`src/rtl/stack_ctrl_if.sv`:
```
// Stack controller bus: request/operand signals from the control unit plus the
// stack-pointer and scratch-RAM strobes back out of the controller.
interface stack_ctrl_if #(
    parameter int unsigned DATA_W = 10,
    parameter int unsigned SP_W   = 8
);
    logic              SC_START;
    logic [2:0]        SC_OP;
    logic [7:0]        SC_DIN_REG;
    logic [DATA_W-1:0] SC_PC;
    logic [SP_W-1:0]   SC_SP;
    logic              SC_SP_INC;
    logic              SC_SP_DEC;
    logic              SC_SP_LD;
    logic [SP_W-1:0]   SC_SP_DIN;
    logic [SP_W-1:0]   SC_SCR_ADDR;
    logic              SC_SCR_WE;
    logic [DATA_W-1:0] SC_SCR_WDATA;
    logic [DATA_W-1:0] SC_SCR_RDATA;
    logic              SC_CLR_ERR;
    logic              SC_BUSY;
    logic              SC_DONE;
    logic [DATA_W-1:0] SC_RDATA_OUT;
    logic              SC_RDATA_VLD;
    logic              SC_OVF;
    logic              SC_UNF;

    modport slave (
        input  SC_START, SC_OP, SC_DIN_REG, SC_PC, SC_SP, SC_SCR_RDATA, SC_CLR_ERR,
        output SC_SP_INC, SC_SP_DEC, SC_SP_LD, SC_SP_DIN, SC_SCR_ADDR, SC_SCR_WE,
               SC_SCR_WDATA, SC_BUSY, SC_DONE, SC_RDATA_OUT, SC_RDATA_VLD,
               SC_OVF, SC_UNF
    );

    modport master (
        output SC_START, SC_OP, SC_DIN_REG, SC_PC, SC_SP, SC_SCR_RDATA, SC_CLR_ERR,
        input  SC_SP_INC, SC_SP_DEC, SC_SP_LD, SC_SP_DIN, SC_SCR_ADDR, SC_SCR_WE,
               SC_SCR_WDATA, SC_BUSY, SC_DONE, SC_RDATA_OUT, SC_RDATA_VLD,
               SC_OVF, SC_UNF
    );
endinterface

```
`src/rtl/stack_ctrl.sv`:
```
// RAT CPU stack sequencer: PUSH/POP/CALL/RET/LDSP against SP and scratch RAM.
// Define STACK_CTRL_GUARD_EN to enable overflow/underflow protection and flags.
module stack_ctrl #(
    parameter int unsigned DATA_W = 10,
    parameter int unsigned SP_W   = 8
) (
    input logic        SC_CLK,
    input logic        SC_RST,
    stack_ctrl_if.slave bus
);

    typedef enum logic [2:0] {
        S_IDLE,
        S_PUSH,
        S_POP_ADDR,
        S_POP_CAP,
        S_POP_DONE,
        S_LOAD,
        S_NOP_DONE
    } state_t;

    typedef enum logic [2:0] {
        OP_NOP  = 3'd0,
        OP_PUSH = 3'd1,
        OP_POP  = 3'd2,
        OP_CALL = 3'd3,
        OP_RET  = 3'd4,
        OP_LDSP = 3'd5
    } op_t;

    state_t            state_q, state_d;
    logic [DATA_W-1:0] wdata_q, wdata_d;
    logic [7:0]        din_q, din_d;
    logic [SP_W:0]     occ_q, occ_d;
    logic [DATA_W-1:0] rdata_q, rdata_d;
    logic              ovf_q, ovf_d;
    logic              unf_q, unf_d;
    logic              unf_pend_q, unf_pend_d;

    op_t               op_in;
    logic              full;
    logic              empty;
    logic              ovf_err;
    logic              unf_err;
    logic [SP_W-1:0]   ldsp_sp;
    logic [SP_W-1:0]   ldsp_occ;

    assign op_in = op_t'(bus.SC_OP);

`ifdef STACK_CTRL_GUARD_EN
    localparam logic [SP_W:0] OCC_FULL = {1'b1, {SP_W{1'b0}}};
    assign full  = (occ_q == OCC_FULL);
    assign empty = (occ_q == '0);
`else
    // Without the guard the stack never refuses an op, so flags can never set.
    assign full  = 1'b0;
    assign empty = 1'b0;
`endif

    always_ff @(posedge SC_CLK or posedge SC_RST) begin
        if (SC_RST) begin
            state_q    <= S_IDLE;
            wdata_q    <= '0;
            din_q      <= '0;
            occ_q      <= '0;
            rdata_q    <= '0;
            ovf_q      <= 1'b0;
            unf_q      <= 1'b0;
            unf_pend_q <= 1'b0;
        end else begin
            state_q    <= state_d;
            wdata_q    <= wdata_d;
            din_q      <= din_d;
            occ_q      <= occ_d;
            rdata_q    <= rdata_d;
            ovf_q      <= ovf_d;
            unf_q      <= unf_d;
            unf_pend_q <= unf_pend_d;
        end
    end

    always_comb begin
        state_d    = state_q;
        wdata_d    = wdata_q;
        din_d      = din_q;
        occ_d      = occ_q;
        rdata_d    = rdata_q;
        unf_pend_d = unf_pend_q;
        ovf_err    = 1'b0;
        unf_err    = 1'b0;
        ldsp_sp    = SP_W'(din_q);
        ldsp_occ   = '0 - ldsp_sp;

        unique case (state_q)
            S_IDLE: begin
                if (bus.SC_START) begin
                    wdata_d = (op_in == OP_CALL) ? bus.SC_PC : DATA_W'(bus.SC_DIN_REG);
                    din_d   = bus.SC_DIN_REG;
                    case (op_in)
                        OP_PUSH, OP_CALL: state_d = S_PUSH;
                        OP_POP,  OP_RET:  state_d = S_POP_ADDR;
                        OP_LDSP:          state_d = S_LOAD;
                        default:          state_d = S_NOP_DONE;
                    endcase
                end
            end
            S_PUSH: begin
                if (full) ovf_err = 1'b1;
                else      occ_d   = occ_q + 1'b1;
                state_d = S_IDLE;
            end
            S_POP_ADDR: begin
                // Remember a refused pop so the capture stage returns zero.
                unf_pend_d = empty;
                if (empty) unf_err = 1'b1;
                else       occ_d   = occ_q - 1'b1;
                state_d = S_POP_CAP;
            end
            S_POP_CAP: begin
                rdata_d = unf_pend_q ? '0 : bus.SC_SCR_RDATA;
                state_d = S_POP_DONE;
            end
            S_POP_DONE: state_d = S_IDLE;
            S_LOAD: begin
                occ_d   = {1'b0, ldsp_occ};
                state_d = S_IDLE;
            end
            S_NOP_DONE: state_d = S_IDLE;
            default:    state_d = S_IDLE;
        endcase

        ovf_d = (bus.SC_CLR_ERR ? 1'b0 : ovf_q) | ovf_err;
        unf_d = (bus.SC_CLR_ERR ? 1'b0 : unf_q) | unf_err;
    end

    always_comb begin
        bus.SC_SP_INC    = 1'b0;
        bus.SC_SP_DEC    = 1'b0;
        bus.SC_SP_LD     = 1'b0;
        bus.SC_SP_DIN    = '0;
        bus.SC_SCR_ADDR  = '0;
        bus.SC_SCR_WE    = 1'b0;
        bus.SC_SCR_WDATA = '0;
        bus.SC_DONE      = 1'b0;
        bus.SC_RDATA_VLD = 1'b0;

        unique case (state_q)
            S_PUSH: begin
                bus.SC_SCR_ADDR  = bus.SC_SP - SP_W'(1);
                bus.SC_SCR_WE    = ~full;
                bus.SC_SCR_WDATA = wdata_q;
                bus.SC_SP_DEC    = ~full;
                bus.SC_DONE      = 1'b1;
            end
            S_POP_ADDR: begin
                bus.SC_SCR_ADDR = bus.SC_SP;
                bus.SC_SP_INC   = ~empty;
            end
            S_POP_DONE: begin
                bus.SC_DONE      = 1'b1;
                bus.SC_RDATA_VLD = 1'b1;
            end
            S_LOAD: begin
                bus.SC_SP_LD  = 1'b1;
                bus.SC_SP_DIN = ldsp_sp;
                bus.SC_DONE   = 1'b1;
            end
            S_NOP_DONE: bus.SC_DONE = 1'b1;
            default: ;
        endcase
    end

    assign bus.SC_BUSY      = (state_q != S_IDLE);
    assign bus.SC_RDATA_OUT = rdata_q;
    assign bus.SC_OVF       = ovf_q;
    assign bus.SC_UNF       = unf_q;

endmodule

```
`src/flat_wrapper.sv`:
```
// flat-port wrapper written by rule: the top's interface ports become plain ports
module stack_ctrl_flat 
#(
    parameter int unsigned DATA_W = 10,
    parameter int unsigned SP_W   = 8
)
  (SC_CLK, SC_RST, bus_SC_START, bus_SC_OP, bus_SC_DIN_REG, bus_SC_PC, bus_SC_SP, bus_SC_SCR_RDATA, bus_SC_CLR_ERR, bus_SC_SP_INC, bus_SC_SP_DEC, bus_SC_SP_LD, bus_SC_SP_DIN, bus_SC_SCR_ADDR, bus_SC_SCR_WE, bus_SC_SCR_WDATA, bus_SC_BUSY, bus_SC_DONE, bus_SC_RDATA_OUT, bus_SC_RDATA_VLD, bus_SC_OVF, bus_SC_UNF);
  stack_ctrl_if #(.DATA_W(DATA_W), .SP_W(SP_W)) bus_i ();
  input logic SC_CLK;
  input logic SC_RST;
  input wire logic [$bits(bus_i.SC_START)-1:0] bus_SC_START;
  input wire logic [$bits(bus_i.SC_OP)-1:0] bus_SC_OP;
  input wire logic [$bits(bus_i.SC_DIN_REG)-1:0] bus_SC_DIN_REG;
  input wire logic [$bits(bus_i.SC_PC)-1:0] bus_SC_PC;
  input wire logic [$bits(bus_i.SC_SP)-1:0] bus_SC_SP;
  input wire logic [$bits(bus_i.SC_SCR_RDATA)-1:0] bus_SC_SCR_RDATA;
  input wire logic [$bits(bus_i.SC_CLR_ERR)-1:0] bus_SC_CLR_ERR;
  output wire logic [$bits(bus_i.SC_SP_INC)-1:0] bus_SC_SP_INC;
  output wire logic [$bits(bus_i.SC_SP_DEC)-1:0] bus_SC_SP_DEC;
  output wire logic [$bits(bus_i.SC_SP_LD)-1:0] bus_SC_SP_LD;
  output wire logic [$bits(bus_i.SC_SP_DIN)-1:0] bus_SC_SP_DIN;
  output wire logic [$bits(bus_i.SC_SCR_ADDR)-1:0] bus_SC_SCR_ADDR;
  output wire logic [$bits(bus_i.SC_SCR_WE)-1:0] bus_SC_SCR_WE;
  output wire logic [$bits(bus_i.SC_SCR_WDATA)-1:0] bus_SC_SCR_WDATA;
  output wire logic [$bits(bus_i.SC_BUSY)-1:0] bus_SC_BUSY;
  output wire logic [$bits(bus_i.SC_DONE)-1:0] bus_SC_DONE;
  output wire logic [$bits(bus_i.SC_RDATA_OUT)-1:0] bus_SC_RDATA_OUT;
  output wire logic [$bits(bus_i.SC_RDATA_VLD)-1:0] bus_SC_RDATA_VLD;
  output wire logic [$bits(bus_i.SC_OVF)-1:0] bus_SC_OVF;
  output wire logic [$bits(bus_i.SC_UNF)-1:0] bus_SC_UNF;
  assign bus_i.SC_START = bus_SC_START;
  assign bus_i.SC_OP = bus_SC_OP;
  assign bus_i.SC_DIN_REG = bus_SC_DIN_REG;
  assign bus_i.SC_PC = bus_SC_PC;
  assign bus_i.SC_SP = bus_SC_SP;
  assign bus_i.SC_SCR_RDATA = bus_SC_SCR_RDATA;
  assign bus_i.SC_CLR_ERR = bus_SC_CLR_ERR;
  assign bus_SC_SP_INC = bus_i.SC_SP_INC;
  assign bus_SC_SP_DEC = bus_i.SC_SP_DEC;
  assign bus_SC_SP_LD = bus_i.SC_SP_LD;
  assign bus_SC_SP_DIN = bus_i.SC_SP_DIN;
  assign bus_SC_SCR_ADDR = bus_i.SC_SCR_ADDR;
  assign bus_SC_SCR_WE = bus_i.SC_SCR_WE;
  assign bus_SC_SCR_WDATA = bus_i.SC_SCR_WDATA;
  assign bus_SC_BUSY = bus_i.SC_BUSY;
  assign bus_SC_DONE = bus_i.SC_DONE;
  assign bus_SC_RDATA_OUT = bus_i.SC_RDATA_OUT;
  assign bus_SC_RDATA_VLD = bus_i.SC_RDATA_VLD;
  assign bus_SC_OVF = bus_i.SC_OVF;
  assign bus_SC_UNF = bus_i.SC_UNF;
  stack_ctrl #(.DATA_W(DATA_W), .SP_W(SP_W)) u_core (.SC_CLK(SC_CLK), .SC_RST(SC_RST), .bus(bus_i));
endmodule
```
`config.mk`:
```
export PLATFORM = sky130hd
export DESIGN_NAME = stack_ctrl_flat
export DESIGN_NICKNAME = d
export VERILOG_FILES = /design/src/rtl/stack_ctrl_if.sv /design/src/rtl/stack_ctrl.sv /design/src/flat_wrapper.sv
export SDC_FILE = /design/constraint.sdc
export NUM_CORES = 1
export LEC_CHECK = 0
export BUFFER_PORTS_ARGS = -buffer_cell sky130_fd_sc_hd__buf_4
export CAP_MARGIN = 20
export CORE_MARGIN = 2
export CORE_UTILIZATION = 23
export CTS_CLUSTER_SIZE = 12
export DETAILED_ROUTE_END_ITERATION = 10
export HOLD_SLACK_MARGIN = 0.06
export RECOVER_POWER = 100
export SLEW_MARGIN = 10
export SYNTH_ARGS = -nofsm -noshare
export SYNTH_HDL_FRONTEND = slang
export SYNTH_SLANG_ARGS = --single-unit
```
`constraint.sdc`:
```
create_clock -name SC_CLK -period 1.7 [get_ports SC_CLK]
set_input_delay 0.17 -clock SC_CLK [delete_from_list [all_inputs] [get_ports SC_CLK]]
set_output_delay 0.17 -clock SC_CLK [all_outputs]
set_load 0.02 [all_outputs]
```
==> metrics <==
status=finished with violations; violated checks=negative setup slack; CTS buffer count=5; Port Buffer Count=84; Yosys reg bits=31; clock power share=0.122; Crit Path Max Fanout=4; area leader, netlist=dfrtp_1; Slew headroom=0.4874; Detailed Route Iter0 Violations=56; Leakage=1.227 nW; crit path kind=in -> out; Clock Sinks=31; P&R area growth vs syn=58.65%; post-synth cell types=31; Synth top area share=0.4644; max-cap viol count=0; WL final=4417 um; asr flop ratio synth=1.000; CORE AREA=0.007137 mm^2; P_sw=0.001668 W; initial antenna violation count=0; routed vias/inst=4.323; H-tree levels=2; clock buffer depth=2; period utilisation layout=1.010; Worst Setup Start Kind=primary input; Setup Viol. Count Final=2; ANT cells=0; Top Ports=88; layout cells sized above 1=0.5188; Mean Syn Cell Area=10.12 um^2; largest net degree at the start of global routing=32; gate count of the mapped netlist=165; DRC=0; Pwr Density=1591 mW/mm^2; worst vdd ir=0.5830 mV; fin cells=365; unrepaired setup endpoints after global routing=yes; Synth area leaders=dfrtp_1 46%, mux2_2 12%, and2_1 6.0%, mux2i_1 5.4%, a21oi_1 3.3%; vias=1578; global route overflow=0; fmax=582.7 MHz; CTS tree=yes; Pins Over Slew Limit=0; FF-to-FF setup slack=0.11 ns; first-pass GRT wire length=6748 um; share of power burned in registers=0.305; Initial DRT Pass Iterations=4; Synth Flop Type=dfrtp_1; number of synthesized flops with an enable pin=0; Rows=31; post-DR wirelength/cell=12.10 um; global placement routability congestion=0.6980; hpwl dp=3216 um; Post-DRT Antenna Nets=0; Clock Pin Slew Worst Setup and Hold Paths=0.06 ns; critical path capture point type=primary output; die width=89.22 um; Final nets=311; clk_skew=0.002649 ns; Total GRT Usage=0.1097; Fillers=775; worst min path class=in -> reg; fin area=0.002650 mm^2; Root Driver=clkbuf_8; CP arrival=1.55 ns; Final min period=1.716 ns; DIE AREA=0.007960 mm^2; Seq/Total Area, Yosys=0.4644; Combinational Power Share=0.573; final count of hold timing violations=0; Slew @ Worst Pin=0.7689 ns; Initial Util=0.2340; DP Area=0.002461 mm^2; vias in the first global route=1502; DP Cell Count=348; Internal Power=0.002547 W; Net Sw Frac=0.3958; Core Util, Final=0.3713; mapped cell area=0.001670 mm^2; later-pin clock latency in the skew report=0.27 ns; Yosys warning count=0; worst setup margin=-0.01626 ns; WP data required=1.53 ns; die height=89.22 um
-- routing by layer --
layer  up-vias  global-route usage  routed length [um]
met3         6             0.02678                 317
met1       748              0.1272                1758
li1        769                   -                   -
met4         0             0.03664                  57
met5         -                   0                   0
met2        55              0.1973                2283
-- final cells by class --
| type | count | area, um^2 | share of cell area |
|---|---|---|---|
| Multi-Input combinational cell | 115 | 850.8 | 0.3211 |
| Timing Repair Buffer | 105 | 785.8 | 0.2965 |
| Sequential cell | 31 | 779.5 | 0.2941 |
| Tap cell | 99 | 123.9 | 0.04674 |
| Clock buffer | 6 | 72.57 | 0.02738 |
| Inverter | 9 | 37.54 | 0.01416 |
-- critical path, stage by stage --
cell,delay (ns)
buf_4,0.12
inv_1,0.11
ha_1,0.18
or3b_2,0.47
o31ai_1,0.22
a31oi_1,0.11
buf_4,0.17
-- cells in the final DEF, fill, tap and decap left out, drive strengths merged, types with 2 or more instances in the layout --
cell type  Yosys  final
buf           10     94
nand2          9      9
nor3b          2      2
a31oi          6      6
dfrtp         31     31
nand3          4      4
nor2          13     13
mux2          18     18
inv            9      8
and2          16     16
mux2i          9      9
a21oi         11     11
o21ai          8      8
clkbuf         1     16
conb           1      2
nor3           2      2
and3b          2      2
-- cell usage after synthesis, types with 2 or more instances --
cell / count
dfrtp_1: 31
mux2_2: 18
and2_1: 16
nor2_1: 13
a21oi_1: 11
inv_1: 9
mux2i_1: 9
nand2_1: 9
o21ai_0: 8
a31oi_1: 6
buf_2: 6
buf_4: 4
nand3_1: 4
and3b_1: 2
nor3_1: 2
nor3b_1: 2
-- power by group through the flow --
stage / Combinational, W / Sequential (W) / Clock [W]
2_1_floorplan: 0.00117 / 0.00142 / 0
3_3_place_gp: 0.00220 / 0.00130 / 0
3_5_place_dp: 0.00222 / 0.00132 / 0
4_1_cts: 0.00238 / 0.00128 / 0.000538
5_1_grt: 0.00264 / 0.00133 / 0.000570
6_report: 0.00241 / 0.00129 / 0.000515
-- flip-flops by register name, indices dropped and copies added, names as in the netlist --
name / cells
u_core.bus.SC_RDATA_OUT: 10
u_core.din_q: 8
u_core.wdata_q: 10
u_core.state_q: 3
-- logic make-up after synthesis --
| logic type | Yosys count | share of synthesized area |
|---|---|---|
| muxes | 27 | 0.1753 |
| buffers and inverters | 20 | 0.05842 |
| DFF | 31 | 0.4644 |
| adders and majority gates | 1 | 0.007489 |
| and+or+nand+nor | 54 | 0.1798 |
| other | 1 | 0.002245 |
| AOI/OAI and AO/OA | 31 | 0.1124 |
-- worst paths after layout --
kind                                      endpoint  cells after the start         startpoint
worst max-delay path            bus_SC_SCR_ADDR[6]                      7       bus_SC_SP[1]
worst min-delay path             u_core.wdata_q[9]                      3       bus_SC_PC[9]
worst max register to register     u_core.din_q[0]                      4  u_core.state_q[2]
worst min register to register     u_core.din_q[6]                      1    u_core.din_q[6]
max in group asynchronous        u_core.state_q[0]                      4             SC_RST
min in group asynchronous        u_core.wdata_q[0]                      4             SC_RST
-- through the flow --
step / power (W) / hold WS (ns) / worst slack [ns] / setup TNS (ns)
after floorplan: 0.002590 / 0.2735 / 0.08261 / 0
after detailed placement: 0.003540 / 0.2924 / 0.05614 / 0
after global placement: 0.003496 / 0.2919 / 0.07259 / 0
after global routing: 0.004538 / 0.1127 / -0.1213 / -0.7586
after CTS: 0.004200 / 0.1154 / -0.01420 / -0.01420
final: 0.004216 / 0.1246 / -0.01626 / -0.02886
-- repair_timing --
item | CTS | global route
endpoints found under the setup margin | 25 | 30
hold buffers | 1 | 0
buffers inserted | 5 | 5
endpoints found under the hold margin | 31 | 0
gates resized for setup | 9 | 13
pin swaps | 3 | 2
(Power assumes the default switching activity.)
